## src/rtl/register_file_reader.sv

```systemverilog
// register_file_reader
//   Register file with one synchronous write port and a two-operand read
//   sequencer (IDLE -> CAPTURE -> VALID) using a request/valid handshake.
//   Sits between instruction decode (issues reads) and the ALU operand latches.
//
//   Optional build macro: REGFILE_WRITE_BYPASS_EN
//     When defined, a write that hits a latched read address on the CAPTURE
//     edge forwards DATA_W into that operand. When undefined, the operand
//     captures the pre-write contents. Write-port behaviour is identical.
//
// Ports
//   C        in   clock, rising edge
//   nR       in   asynchronous active-low reset
//   W        in   write enable
//   ADDR_W   in   write address
//   DATA_W   in   write data
//   RD_REQ   in   read request (accepted in IDLE or VALID)
//   ADDR_R1  in   operand 1 address, latched on accept
//   ADDR_R2  in   operand 2 address, latched on accept
//   RD_BUSY  out  high in CAPTURE; requests are dropped
//   RD_VALID out  one-cycle strobe, DATA_R1/DATA_R2 valid
//   DATA_R1  out  operand 1 (held until the next capture)
//   DATA_R2  out  operand 2 (held until the next capture)
module register_file_reader #(
    parameter int DATA_WIDTH = 32,
    parameter int ADDR_WIDTH = 5,
    parameter int NUM_REGS   = 32
) (
    input  logic                  C,
    input  logic                  nR,
    input  logic                  W,
    input  logic [ADDR_WIDTH-1:0] ADDR_W,
    input  logic [DATA_WIDTH-1:0] DATA_W,
    input  logic                  RD_REQ,
    input  logic [ADDR_WIDTH-1:0] ADDR_R1,
    input  logic [ADDR_WIDTH-1:0] ADDR_R2,
    output logic                  RD_BUSY,
    output logic                  RD_VALID,
    output logic [DATA_WIDTH-1:0] DATA_R1,
    output logic [DATA_WIDTH-1:0] DATA_R2
);

    // Storage spans the full address space so every index is in bounds;
    // entries at or above NUM_REGS (and entry 0) are never written and
    // stay at their reset value of zero.
    localparam int DEPTH = 2 ** ADDR_WIDTH;
    localparam logic [ADDR_WIDTH:0] NUM_REGS_L = (ADDR_WIDTH + 1)'(NUM_REGS);

    typedef enum logic [1:0] {IDLE, CAPTURE, VALID} state_e;

    state_e                state_q, state_d;
    logic [ADDR_WIDTH-1:0] addr1_q, addr1_d;
    logic [ADDR_WIDTH-1:0] addr2_q, addr2_d;
    logic [DATA_WIDTH-1:0] data1_q, data1_d;
    logic [DATA_WIDTH-1:0] data2_q, data2_d;
    logic [DATA_WIDTH-1:0] regs_q [DEPTH];
    logic                  wr_en;
    logic [DATA_WIDTH-1:0] rd1, rd2;

    // Address names an implemented, writable register (not r0, < NUM_REGS).
    function automatic logic addr_ok(input logic [ADDR_WIDTH-1:0] a);
        return (a != '0) && ({1'b0, a} < NUM_REGS_L);
    endfunction

    assign wr_en = W && addr_ok(ADDR_W);

    // ---------------- storage ----------------
    always_ff @(posedge C or negedge nR) begin
        if (!nR) begin
            for (int i = 0; i < DEPTH; i++) regs_q[i] <= '0;
        end else if (wr_en) begin
            regs_q[ADDR_W] <= DATA_W;
        end
    end

    // ---------------- array read at latched addresses ----------------
    always_comb begin
        rd1 = addr_ok(addr1_q) ? regs_q[addr1_q] : '0;
        rd2 = addr_ok(addr2_q) ? regs_q[addr2_q] : '0;
`ifdef REGFILE_WRITE_BYPASS_EN
        // Only consumed on the CAPTURE edge, so this forwards exactly the
        // write that lands on that edge. wr_en already excludes r0/out-of-range.
        if (wr_en && (ADDR_W == addr1_q)) rd1 = DATA_W;
        if (wr_en && (ADDR_W == addr2_q)) rd2 = DATA_W;
`endif
    end

    // ---------------- read sequencer ----------------
    always_ff @(posedge C or negedge nR) begin
        if (!nR) begin
            state_q <= IDLE;
            addr1_q <= '0;
            addr2_q <= '0;
            data1_q <= '0;
            data2_q <= '0;
        end else begin
            state_q <= state_d;
            addr1_q <= addr1_d;
            addr2_q <= addr2_d;
            data1_q <= data1_d;
            data2_q <= data2_d;
        end
    end

    always_comb begin
        state_d  = state_q;
        addr1_d  = addr1_q;
        addr2_d  = addr2_q;
        data1_d  = data1_q;
        data2_d  = data2_q;
        RD_BUSY  = 1'b0;
        RD_VALID = 1'b0;
        case (state_q)
            IDLE: begin
                if (RD_REQ) begin
                    addr1_d = ADDR_R1;
                    addr2_d = ADDR_R2;
                    state_d = CAPTURE;
                end
            end
            CAPTURE: begin
                // Requests arriving here are dropped, not queued.
                RD_BUSY = 1'b1;
                data1_d = rd1;
                data2_d = rd2;
                state_d = VALID;
            end
            VALID: begin
                RD_VALID = 1'b1;
                if (RD_REQ) begin
                    addr1_d = ADDR_R1;
                    addr2_d = ADDR_R2;
                    state_d = CAPTURE;
                end else begin
                    state_d = IDLE;
                end
            end
            default: state_d = IDLE;
        endcase
    end

    assign DATA_R1 = data1_q;
    assign DATA_R2 = data2_q;

endmodule

```

## config.mk

```make
export PLATFORM = sky130hd
export DESIGN_NAME = register_file_reader
export DESIGN_NICKNAME = d
export VERILOG_FILES = /design/src/rtl/register_file_reader.sv
export SDC_FILE = /design/constraint.sdc
export NUM_CORES = 2
export LEC_CHECK = 0
export CORE_MARGIN = 1
export CORE_UTILIZATION = 40
export DETAILED_ROUTE_END_ITERATION = 6
export GPL_ROUTABILITY_DRIVEN = 0
export GPL_TIMING_DRIVEN = 0
export PLACE_DENSITY = 0.62
export SLEW_MARGIN = 15
export SYNTH_ARGS = -nofsm -noshare
export SYNTH_HDL_FRONTEND = slang
export SYNTH_SLANG_ARGS = --single-unit
```

## constraint.sdc

```tcl
create_clock -name C -period 2.3 [get_ports C]
set_input_delay 0.23 -clock C [delete_from_list [all_inputs] [get_ports C]]
set_output_delay 0.23 -clock C [all_outputs]
set_load 0.005 [all_outputs]
```

### Yosys cells after proc, flatten, opt, wreduce, memory -nomap -nowiden

Cells that the tools add are included.

| storage, ports and cells | value |
|---|---|
| register bits | 1100 |
| latch bits | 0 |
| RAM bits | 0 |
| bits in read-only memories | 0 |
| bits of input ports | 51 |
| word-level logic and storage cells | 71 |
| memories | 0 |

| operators by class | value |
|---|---|
| add/sub/neg operators | 0 |
| multipliers | 0 |
| div/mod/pow operators | 0 |
| magnitude comparators | 4 |
| eq/ne operators | 3 |
| shifts and indexed selects | 0 |
| mux-type cells | 16 |
| bitwise gates (word level) | 3 |
| reduce and logical (&&, ||, !) cells | 8 |

Operators with widths:

| operator | number |
|---|---|
| $bwmux W1024 | 1 |
| $bmux W32 S5 | 2 |
| $mux W32 | 7 |
| $demux W32 S5 | 1 |
| $ge A6 B6 Y1 const B | 3 |
| $not A5 Y6 | 3 |
| $reduce_bool A5 Y1 | 3 |
| $lt A6 B1 Y1 const B | 1 |
| $pmux W2 S3 | 1 |
| $mux W1 | 3 |
| $eq A2 B1 Y1 const B | 1 |
| $eq A2 B2 Y1 const B | 1 |
| $logic_and A1 B1 Y1 | 2 |
| $logic_not A2 Y1 | 1 |
| $mux W2 | 1 |
| $ne A2 B2 Y1 const B | 1 |
| $reduce_and A2 Y1 | 1 |
| $reduce_or A2 Y1 | 1 |

### Depth between registers and ports, before layout

| logic depth | value |
|---|---|
| word-level depth | 6 |
| gate-level depth with buffers | 8 |

### Worst setup path after synthesis

OpenSTA, ideal clock, no wires.

| path | value |
|---|---|
| path type | reg2reg |
| start | reg addr1_q[0] |
| end | reg data1_q[27] (netlist: DATA_R1[27]) |
| setup time | 0.130 ns |
| arrival | 1.740 ns |
| data required time | 2.170 ns |
| path slack | 0.430 ns |
| cell stages (with the launch flop) | 7 |
| path buffers | 2 |
| clock period less this slack | 1.870 ns |
| path through | dfrtp_1 buf_4 buf_2 mux4_2 a22o_1 nor4_1 a21oi_1 |

| on the way | value |
|---|---|
| cells in the longest elaborated chain, start to end | 5 |
| elaborated cells on any way between the ends | 6 |

Ends and longest elaborated chain:

| item | line | text |
|---|---|---|
| start: declaration | 52 | `logic [ADDR_WIDTH-1:0] addr1_q, addr1_d;` |
| start signal: assignment | 98 | `addr1_q <= addr1_d;` |
| $not A5 Y6 (implied by the code) | 78 | `rd1 = addr_ok(addr1_q) ? regs_q[addr1_q] : '0;` |
| $bmux W32 S5 | 78 |  |
| $mux W32 (implied by the code) (2 in a row) | 78 |  |
| $mux W32 * | 78 |  |
| end signal: assignment | 100 | `data1_q <= data1_d;` |
| end: declaration | 54 | `logic [DATA_WIDTH-1:0] data1_q, data1_d;` |

Mark *: on every way between the ends. The rest lies on a longest branch, timed or not. The select of a mux whose other input is x is not followed.
A chain may end at the register's enable or synchronous reset.

### Worst setup path after layout

| path | value |
|---|---|
| start | reg addr1_q[0] |
| end | reg data1_q[30] (netlist: DATA_R1[30]) |

Same word-level chain as after synthesis.

==> results.ini <==
[worst_setup_path]
end_kind=flop
crit_slowest_cell=nor3_1
crit_buf_inv=2
path_delay_family=simple AND/OR/NAND/NOR gates
crit_chain=buf_4 > or3_1 > buf_2 > o221ai_1 > nor3_1 > o41ai_2
critPathArrivalTime_ns=2.95
critPathRequiredTime_ns=2.93
start_kind=flop
critical_path_class=reg -> reg
crit_fanout=10
slowest_delay_ns=0.54

[logic_synthesis]
synth_edf_count=0
synthesis.nets=3960
async_reset_ff_frac=1.00
synth_ff_type=dfrtp_1
yosysUniqueCellTypes=52
synth_warnings=0
postSynthAreaPerCell_um2=14.5
syn-cell-area_um2=56900
ys_seq_area_frac=0.484
synth.top_cell.area_share=0.484
synth_commonest_cells=dfrtp_1, mux2_2, mux4_2, mux2i_1, clkbuf_1
netlist_instances=3909
ys_ff_latch=1100
synth.area.top_cells=dfrtp_1, mux2_2, mux4_2
yosysTopAreaCell=dfrtp_1
yosysMostFrequentCell=dfrtp_1

[grt]
grt_first_pass_wirelength_um=301000
grt_remaining_overflow=0
track_usage=0.300
grt_max_degree=150
antenna_found_initial=9
grt_pass1_vias=39200

[floorplanning]
io_pins=117
dieArea_um2=144000
initial_core_util=0.406
dieHeight_um=379
die_x_um=379
fp-row-count=137
core_um2=140000

[clock_tree]
root_buffer=clkbuf_16
clk_path_buf_depth=3
ctsHoldBuffers=3
htree_levels=3
clock-sinks=1100
clock_latency_ns=0.77
cts_buffers=120
clk_pin_slew_ns=0.06
cts_tree=done

[power_and_ir_drop]
power.density_nw_per_um2=960
ir_drop_uv=652
leakage_nw=28.4

[job]
max_cap_violations=0

[finish]
fin_area_um2=65800
areaGrowthSynthToFinish_pct=15.8
multi_input_area_um2=27600
fillCellCount=12500
final_util=0.470
nets=4211
final_layout_size_suffix_gt1_frac=0.464
seqCellArea_um2=27500

[sta]
worstMarginPinSlew_ns=1.33
drv_slew=0
fin_ws_ns=-0.0186
setup_viol=4
rsz0062_at_grt=true
finalCritPeriodShare=1.01
fmax_mhz=431
clock_skew_ns=0.0352
relSlewSlack=0.111
hold_viol_final=147
timing.hold.ws_ns=-0.543
period_needed_ns=2.32
tns_ns=-0.0474

[route]
met1_length_um=85900
route.met2.wl_um=94900
met3RoutedLength_um=19600
viasPerCell=6.37
drt-wirelength-per-cell_um=34.9
drc=0
top_layer_used=met5
firstDrtPassIters=5
via_count=39100
ant_nets=0
routed_wl_um=214000
drtIter0Drc=4543

[outcome]
violations=hold timing, setup timing
outcome=finished, violations left

[hold_path]
hold_class=in -> async

[placement]
dp_hpwl_um=146000
placed_area_um2=60600
portBuffers=114

-- where the power goes --
group          internal, W  switching [W]
sequential          0.0232        0.00306
combinational      0.00892        0.00811
clock               0.0115        0.00843
-- per-layer routing --
layer	vias up	GRT usage
met2	1995	0.445
met1	21100	0.398
met4	4	0.174
met3	508	0.0773
met5	-	0
li1	15500	-
-- sequential cells by signal, indices dropped and copies added (netlist names) --
name,count
addr1_q,5
DATA_R2,32
DATA_R1,32
state_q,2
addr2_q,5
regs_q,1024
-- path summary, 6_finish.rpt --
path | startpoint | to | slack, ns | cells after the start
hold / removal | nR | regs_q[167] | -0.54 | 1
hold reg to reg | regs_q[1021] | regs_q[1021] | 0.48 | 1
max in group asynchronous | nR | regs_q[440] | 0.44 | 4
setup / recovery | addr1_q[0] | DATA_R1[30] | -0.02 | 6
setup reg to reg | addr1_q[0] | DATA_R1[30] | -0.02 | 6
min in group C | ADDR_R2[1] | addr2_q[1] | 0.12 | 3
-- area by class of cell --
| class | instances | share of cell area |
|---|---|---|
| multi-input combinational | 2369 | 0.419 |
| sequential | 1100 | 0.418 |
| clock buffer | 182 | 0.0542 |
| buffer | 433 | 0.0436 |
| tap | 1876 | 0.0356 |
| timing repair buffer | 132 | 0.0224 |
| clock inverter | 39 | 0.00654 |
| inverter | 4 | 0.000247 |
| antenna | 5 | 0.000190 |
-- logic make-up (layout without fill, tap and decap cells) --
family / count (synthesis) / in the layout / share of synthesized area
multiplexers: 1733 / 1733 / 0.407
flip-flops: 1100 / 1100 / 0.484
buffers and inverters: 440 / 790 / 0.0369
AO/OA/AOI/OAI: 385 / 385 / 0.0495
AND/OR/NAND/NOR: 251 / 251 / 0.0227
other: 0 / 5 / 0
-- per-stage QoR --
stage               instances  setup WS, ns  total power, W
floorplan                3909         0.430          0.0361
global placement         5899        -50.66          0.0421
detailed placement       5908         -1.13          0.0426
CTS                      6132      -0.00740          0.0630
global route             6139       -0.0143          0.0653
finish                   6140       -0.0186          0.0632
-- placed cells by master (no fill, tap or decap), drive strengths merged, types with 29 or more instances in the layout --
cell type      netlist  routed
mux4               356     356
o31ai               60      60
a22oi              121     121
nand2               85      85
a22o                32      32
nor3                34      34
nand3               37      37
mux2i              312     312
and2                31      31
o221ai              30      30
o22ai               65      65
buf                229     242
o21ai               33      33
dfrtp             1100    1100
mux2              1065    1065
clkbuf             207     391
clkdlybuf4s50        0     112
o211ai              29      29
-- repair_timing --
item / 4_1_cts / 5_1_grt
setup buffers: 2 / 4
cloned: 0 / 0
hold endpoints to repair: 134 / 118
pin swaps: 10 / 7
setup endpoints to repair: 66 / 75
resized for setup: 294 / 97
Power figures use the tool's default switching activity.
